[config.mk]
export PLATFORM = sky130hd
export DESIGN_NAME = pipeline_decode_hazard
export DESIGN_NICKNAME = d
export VERILOG_FILES = /design/src/rtl/pipeline_decode_hazard.sv
export SDC_FILE = /design/constraint.sdc
export NUM_CORES = 1
export LEC_CHECK = 0
export ABC_AREA = 1
export BUFFER_PORTS_ARGS = -buffer_cell sky130_fd_sc_hd__buf_2
export CAP_MARGIN = 20
export CORE_UTILIZATION = 47
export DETAILED_ROUTE_END_ITERATION = 10
export GPL_TIMING_DRIVEN = 0
export PLACE_DENSITY = 0.77
export SLEW_MARGIN = 40
export SYNTH_ARGS = -nofsm -noshare
export SYNTH_HDL_FRONTEND = slang
export SYNTH_SLANG_ARGS = --single-unit
[constraint.sdc]
create_clock -name clk -period 4.95 [get_ports clk]
set_input_delay 0.2475 -clock clk [delete_from_list [all_inputs] [get_ports clk]]
set_output_delay 0.2475 -clock clk [all_outputs]
set_load 0.02 [all_outputs]
[src/rtl/pipeline_decode_hazard.sv]
// Decode-side load-use hazard detector, early-branch flagger and ID/EX register.
// Optional macro DECODE_HAZARD_STATS_EN adds a cumulative stall_count output.
module pipeline_decode_hazard #(
  parameter int LOAD_LAT = 1,
  parameter int SB_DEPTH = 4
) (
  input  logic        clk,
  input  logic        rst,
  input  logic [31:0] inst_in,
  input  logic [31:0] pc_in,
  input  logic        br_late_done_d1,
  output logic [1:0]  stall_request,
  output logic [3:0]  early_branch_cmd,
  output logic [31:0] inst_out,
  output logic [31:0] pc_out
`ifdef DECODE_HAZARD_STATS_EN
  ,
  output logic [31:0] stall_count
`endif
);

  localparam int IW = (SB_DEPTH > 1) ? $clog2(SB_DEPTH) : 1;
  localparam logic [1:0] LAT = 2'(LOAD_LAT);

  localparam logic [5:0] OP_R   = 6'b000000;
  localparam logic [5:0] OP_J   = 6'b000010;
  localparam logic [5:0] OP_JAL = 6'b000011;
  localparam logic [5:0] OP_BEQ = 6'b000100;
  localparam logic [5:0] OP_BNE = 6'b000101;
  localparam logic [5:0] OP_LW  = 6'b100011;
  localparam logic [5:0] OP_SW  = 6'b101011;

  logic           r_vld [SB_DEPTH];
  logic [4:0]     r_reg [SB_DEPTH];
  logic [1:0]     r_cnt [SB_DEPTH];
  logic [1:0]     r_hold;
  logic           r_first;

  logic [5:0]     w_op;
  logic [4:0]     w_rs;
  logic [4:0]     w_rt;
  logic           w_use_rs;
  logic           w_use_rt;
  logic           w_is_lw;
  logic           w_ign;
  logic           w_accept;
  logic           w_free_ok;
  logic [IW-1:0]  w_free_idx;
  logic [1:0]     w_n;
  logic [1:0]     w_stall;
  logic [3:0]     w_cmd;

  assign w_op = inst_in[31:26];
  assign w_rs = inst_in[25:21];
  assign w_rt = inst_in[20:16];

  assign w_use_rs = (w_op != OP_J) && (w_op != OP_JAL);
  assign w_use_rt = (w_op == OP_R) || (w_op == OP_SW) ||
                    (w_op == OP_BEQ) || (w_op == OP_BNE);
  assign w_is_lw  = (w_op == OP_LW) && (w_rt != 5'd0);

  assign w_ign = rst || r_first || (r_hold != 2'd0) ||
                 br_late_done_d1 || (inst_in == 32'd0);

  // Worst-case remaining latency over all matching sources (pre-decrement)
  always_comb begin
    w_n = 2'd0;
    for (int i = 0; i < SB_DEPTH; i++) begin
      if (r_vld[i] &&
          ((w_use_rs && (w_rs != 5'd0) && (r_reg[i] == w_rs)) ||
           (w_use_rt && (w_rt != 5'd0) && (r_reg[i] == w_rt))) &&
          (r_cnt[i] > w_n))
        w_n = r_cnt[i];
    end
  end

  // An entry expiring this cycle is reusable for this cycle's push
  always_comb begin
    w_free_ok  = 1'b0;
    w_free_idx = '0;
    for (int i = SB_DEPTH - 1; i >= 0; i--) begin
      if (!r_vld[i] || (r_cnt[i] == 2'd1)) begin
        w_free_ok  = 1'b1;
        w_free_idx = IW'(i);
      end
    end
  end

  always_comb begin
    w_stall = 2'd0;
    if (!w_ign) begin
      if (w_n != 2'd0)
        w_stall = w_n;
      else if (w_is_lw && !w_free_ok)
        w_stall = 2'd1;
    end
  end

  assign w_accept = !w_ign && (w_stall == 2'd0);

  always_comb begin
    w_cmd = 4'd0;
    if (w_accept) begin
      unique case (1'b1)
        (w_op == OP_J):   w_cmd = 4'd1;
        (w_op == OP_JAL): w_cmd = 4'd2;
        (w_op == OP_BEQ) && (w_rs == 5'd0) && (w_rt == 5'd0):
                          w_cmd = 4'd3;
        default:          w_cmd = 4'd0;
      endcase
    end
  end

  assign stall_request    = w_stall;
  assign early_branch_cmd = w_cmd;

  always_ff @(posedge clk) begin
    if (rst) begin
      for (int i = 0; i < SB_DEPTH; i++) begin
        r_vld[i] <= 1'b0;
        r_reg[i] <= 5'd0;
        r_cnt[i] <= 2'd0;
      end
      r_hold   <= 2'd0;
      r_first  <= 1'b1;
      inst_out <= 32'd0;
      pc_out   <= 32'd0;
    end else begin
      r_first <= 1'b0;
      for (int i = 0; i < SB_DEPTH; i++) begin
        if (r_vld[i]) begin
          r_cnt[i] <= r_cnt[i] - 2'd1;
          if (r_cnt[i] == 2'd1)
            r_vld[i] <= 1'b0;
        end
      end
      if (w_accept && w_is_lw) begin
        r_vld[w_free_idx] <= 1'b1;
        r_reg[w_free_idx] <= w_rt;
        r_cnt[w_free_idx] <= LAT;
      end
      if (w_stall != 2'd0)
        r_hold <= w_stall - 2'd1;
      else if (r_hold != 2'd0)
        r_hold <= r_hold - 2'd1;
      inst_out <= w_accept ? inst_in : 32'd0;
      if (w_accept)
        pc_out <= pc_in;
    end
  end

`ifdef DECODE_HAZARD_STATS_EN
  always_ff @(posedge clk) begin
    if (rst)
      stall_count <= 32'd0;
    else
      stall_count <= stall_count + 32'(w_stall);
  end
`endif

endmodule
### Word-level counts from Yosys, hierarchy flattened

Memory sizes are Yosys's and may differ from the RTL's.
Cells that the tools add are included.

| word-level totals | value |
|---|---|
| register bits after elaboration | 67 |
| RAM bits | 32 |
| input port bits | 67 |
| output and inout port bits | 70 |
| logic and storage cells | 168 |
| memories | 3 |

Memory list:

| name | depth | bits a word | read ports | clocked after Yosys merged registers in | wr ports | line | text |
|---|---|---|---|---|---|---|---|
| r_reg | 4 | 5 | 4 | 0 | 4 | 34 | `logic [4:0] r_reg [SB_DEPTH];` |
| r_cnt | 4 | 2 | 4 | 0 | 5 | 35 | `logic [1:0] r_cnt [SB_DEPTH];` |
| r_vld | 4 | 1 | 4 | 0 | 5 | 33 | `logic r_vld [SB_DEPTH];` |

| operators by class | value |
|---|---|
| add/sub/neg operators | 6 |
| order comparisons | 4 |
| equality and inequality tests | 20 |
| mux-type cells | 63 |
| bitwise logic cells | 9 |
| reductions and logical operators | 59 |

Operators with widths:

| kind | number |
|---|---|
| $mux 1 | 43 |
| $eq 5x5->1 | 8 |
| $mux 2 | 18 |
| $logic_not 32->1 | 1 |
| $logic_and 1x1->1 | 25 |
| $logic_or 1x1->1 | 15 |
| $eq 6x2->1 const B | 2 |
| $eq 6x3->1 const B | 2 |
| $eq 6x6->1 const B | 2 |
| $ne 6x2->1 const B | 2 |
| $sub 2x1->2 const B | 6 |
| $logic_not 5->1 | 2 |
| $reduce_bool 5->1 | 2 |
| $eq 2x1->1 const B | 4 |
| $or 1x1->1 | 8 |
| $reduce_bool 2->1 | 4 |
| $gt 2x2->1 | 3 |
| $logic_not 1->1 | 6 |
| $logic_not 6->1 | 1 |
| $pmux 2 s3 | 1 |
| $mux 5 | 1 |
| $reduce_or 5->1 | 1 |
| $gt 2x1->1 const B | 1 |
| $logic_not 2->1 | 1 |
| other kinds (2) | 2 |

### Depth between registers and ports, before layout

| depth | value |
|---|---|
| word-level depth | 30 |
| depth in mapped cells | 38 |
| gate-level depth less buffers | 36 |

### Worst setup path after synthesis

Ideal clock, no wire load.

| timing path | value |
|---|---|
| path kind | input to output |
| start | in inst_in[20] |
| end | out early_branch_cmd[0] |
| data arrival time | 4.511 ns |
| required time | 4.703 ns |
| setup slack | 0.192 ns |
| cell stages on the path | 31 |
| path buffers | 3 |
| path through | buf_2 -> inv_2 -> nand2_1 -> nand2_1 -> nand3_1 -> nor2_1 -> nand3_1 -> nand2_1 -> nand2_1 -> nor2_1 -> ha_1 -> a211oi_1 -> nand2_2 -> a21oi_1 -> inv_1 -> ha_1 -> o21ai_0 -> nand2_1 -> nand2_1 -> nand3_1 -> and2_1 -> ha_1 -> a211oi_1 -> nand2_1 -> nand3_2 -> nand2_2 -> a21oi_2 -> nand4_4 -> buf_6 -> buf_6 -> a21oi_1 |

| between the ends | value |
|---|---|
| word-level cells in the longest chain between the ends | 22 |
| elaborated cells between the ends (all ways) | 44 |
| those cells by class | 3 x order compare; 4 x eq/ne; 9 x mux; 28 x reduce/logical |

RTL lines:

| what | line | text |
|---|---|---|
| start: declaration | 9 | `input logic [31:0] inst_in,` |
| $reduce_bool 5->1 | 60, 71 |  |
| $logic_and 1x1->1 (2 in a row) | 71 | `(w_use_rt && (w_rt != 5'd0) && (r_reg[i] == w_rt))) &&` |
| $logic_or 1x1->1 | 70 | `((w_use_rs && (w_rs != 5'd0) && (r_reg[i] == w_rs)) \|\|` |
| $logic_and 1x1->1 | 69 | `if (r_vld[i] &&` |
| $logic_and 1x1->1 | 71 |  |
| $mux 2 | 69 |  |
| $gt 2x2->1 | 72 | `(r_cnt[i] > w_n))` |
| $logic_and 1x1->1 | 71 |  |
| [5 not listed] | -- |  |
| $logic_and 1x1->1 | 71 |  |
| $mux 2 | 69 |  |
| $reduce_bool 2->1 | 92 | `if (w_n != 2'd0)` |
| $mux 2 | 92 |  |
| $mux 2 | 91 | `if (!w_ign) begin` |
| $logic_not 2->1 | 99 | `assign w_accept = !w_ign && (w_stall == 2'd0);` |
| $logic_and 1x1->1 | 99 |  |
| $mux 2 * | 103 | `if (w_accept) begin` |
| end: declaration | 13 | `output logic [3:0] early_branch_cmd,` |

Mark *: on every way between the ends. The rest lies on a longest branch, timed or not.

==> flow_metrics.env <==
export IMPL_async_flop_share=0
export IMPL_ir_drop_mv=0.157
export IMPL_antenna_found_initial=0
export IMPL_finalSetupTns_ns=-0.150
export IMPL_final_nets=809
export IMPL_top_layer="met4"
export IMPL_grt_max_degree=19
export IMPL_cts_buffers=9
export IMPL_start_util=0.494
export IMPL_critPathCapture="early_branch_cmd[1]"
export IMPL_root_buffer="clkbuf_8"
export IMPL_violations="negative setup slack"
export IMPL_setup_viol=2
export IMPL_multi_input_area_mm2=0.00247
export IMPL_hold_violations=0
export IMPL_die_area_mm2=0.0103
export IMPL_reg2reg_depth=34
export IMPL_hp_class="in2reg"
export IMPL_cts_tree="done"
export IMPL_min_path_cells=3
export IMPL_track_usage=0.222
export IMPL_fin_crit_sh=1.02
export IMPL_status="finished, violations left"
export IMPL_dp_slack_ns=-0.511
export IMPL_die_x_um=101
export IMPL_core_mm2=0.00937
export IMPL_rr_endpoint="r_reg[3][3]$_DFFE_PP_"
export IMPL_syn_area_mm2=0.00463
export IMPL_gp_congestion=0.897
export IMPL_final_util=0.670
export IMPL_fillers=749
export IMPL_die_h_um=101
export IMPL_grt_overflow_total=0
export IMPL_ys_types=35
export IMPL_cpPeakStageDelay_ns=0.46
export IMPL_cap_violations=0
export IMPL_seq_area_frac_synth=0.471
export IMPL_timing_worst_slew_pin_value_ns=0.782
export IMPL_ff2ff_setup_slack_ns=0.04
export IMPL_syn_area_per_cell_um2=8.03
export IMPL_rsz0062_at_grt="true"
export IMPL_drt_iter0_drc=258
export IMPL_clkTransAtPathRegs_ns=0.10
export IMPL_met1Wirelength_um=4820
export IMPL_wirelength_um=12300
export IMPL_wire_per_inst_um=14.2
export IMPL_vias=4326
export IMPL_worstSetupPathType="reg2out"
export IMPL_slew_headroom=0.478
export IMPL_p_per_area_mw_per_mm2=251
export IMPL_cp_startpoint="r_reg[0][3]$_SDFFCE_PN0P_"
export IMPL_cts_sinks=99
export IMPL_max_freq_mhz=199
export IMPL_area_delta_synth_final_pct=35.7
export IMPL_fin_area_mm2=0.00628
export IMPL_yosys_warnings=0
export IMPL_ant_nets=0
export IMPL_ys_ff_latch=99
export IMPL_n_antenna_cell=0
export IMPL_path_common_cell="nand2_2"
export IMPL_grt_pass1_vias=4063
export IMPL_fin_ws_ns=-0.0816
export IMPL_dpl_hpwl_um=8370
export IMPL_cp_required_ns=4.70
export IMPL_report_power_total_mw=1.58
export IMPL_fin_crit_ns=5.03
export IMPL_dr_pass1_iters=6
export IMPL_cpMaxStageDelayCell="edfxtp_1"
export IMPL_cp_arrival_ns=4.78
export IMPL_timing_rr_start="r_reg[0][3]$_SDFFCE_PN0P_"
export IMPL_report_final_slew_viol_count=0
export IMPL_place_area_mm2=0.00542
export IMPL_synth_edff_count=20
export IMPL_cp_max_fo=4
export IMPL_dr_wl_met3_um=744
export IMPL_synthFlopType="dfxtp_1"
export IMPL_drive_gt1_frac=0.389
export IMPL_p_leak_nw=2.90
export IMPL_clk_path_buf_depth=2
export IMPL_port_buffer_count=124
export IMPL_seq_area_mm2=0.00218
export IMPL_drcViolationCount=0
export IMPL_rows=35
export IMPL_grt_pass1_wl_um=17900
export IMPL_end_kind="primary output"
export IMPL_routed_via_density=5.00
export IMPL_start_kind="flop"
export IMPL_synth_cells=577
export IMPL_io_pins=137
export IMPL_cts_htree_levels=3
export IMPL_insertion_delay_ns=0.37
export IMPL_wl_met2_um=6440
export IMPL_fin_skew_ns=0.0166
synthesized netlist by cell type, types with 7 or more instances:
cell / n / area (µm²)
nand4_1: 10 / 62.6
nand3_1: 22 / 110
nor2_1: 88 / 330
buf_2: 12 / 60.1
o21ai_0: 11 / 55.1
ha_1: 10 / 125
inv_1: 62 / 233
a21oi_1: 38 / 190
nor3_2: 7 / 70.1
dfxtp_1: 79 / 1580
xnor2_1: 33 / 289
nand2_1: 129 / 484
edfxtp_1: 20 / 601
placed cells by master (no fill, tap or decap), drive strengths merged:
master         n
xor2           3
ha            10
nand2        133
nand4         12
o21ai         11
a21boi         4
and2           2
clkbuf        17
or2            1
clkinv         3
inv           71
a211oi         2
o31ai          1
nand3         27
xnor2         33
a21oi         39
dlygate4sd3    1
conb           2
nor4           2
buf          164
a31oi          1
nor3           7
edfxtp        20
dfxtp         79
o211ai         1
nor2          91
kinds of logic after synthesis:
kind of cell	share of synthesized area
simple gates	0.269
flops	0.471
buf+inv	0.0948
compound gates	0.0692
xor+xnor	0.0681
fa+ha+maj	0.0270
other cells	0.000810
repair_timing:
item | 4_1_cts | 5_1_grt
pin swaps | 17 | 20
hold buffers | 1 | 0
buffers inserted | 6 | 11
setup endpoints to repair | 42 | 115
gates cloned | 0 | 2
gates resized for setup | 25 | 109
endpoints found under the hold margin | 1 | 0
metrics by stage:
step                      std cells  hold slack, ns
final                           866           0.106
after floorplan                 578           0.275
after CTS                       854          0.0948
after global placement          831           0.366
after detailed placement        831           0.365
after global routing            866          0.0964
worst max-delay path, delay by kind of cell (launching register included):
kind                     cells  cell delay [ns]
AND/OR/NAND/NOR             18             1.62
AO/OA/AOI/OAI                6             1.06
adder cells (fa/ha/maj)      3             0.70
buffers and inverters        5             0.55
flip-flops                   1             0.46
layer usage:
metal / GRT usage / up-vias
met2: 0.404 / 161
met5: 0 / -
li1: - / 2114
met3: 0.0518 / 26
met4: 0.0903 / 0
met1: 0.249 / 2025
report_power, final:
part	switching, mW	internal, mW	leakage, nW
Sequential	0.0163	0.847	0.850
Clock	0.291	0.193	0.0934
Combinational	0.137	0.0926	1.95
Total	0.444	1.13	2.90
area by class of cell:
cell class,count,area share
Inverter,68,0.0406
Clock inverter,6,0.00876
Tap cell,129,0.0257
Timing Repair Buffer,144,0.132
Clock buffer,10,0.0203
Buffer,28,0.0319
Sequential cell,99,0.347
Multi-Input combinational cell,382,0.393
worst min-delay path by stage:
stage / start / to
2_1_floorplan: rst / r_first$_DFF_P_
3_5_place_dp: rst / r_first$_DFF_P_
3_3_place_gp: rst / r_first$_DFF_P_
6_report: inst_in[5] / inst_out[5]$_SDFF_PP0_
5_1_grt: pc_in[9] / pc_out[9]$_SDFFE_PP0N_
4_1_cts: inst_in[5] / inst_out[5]$_SDFF_PP0_
(Power assumes the default switching activity.)
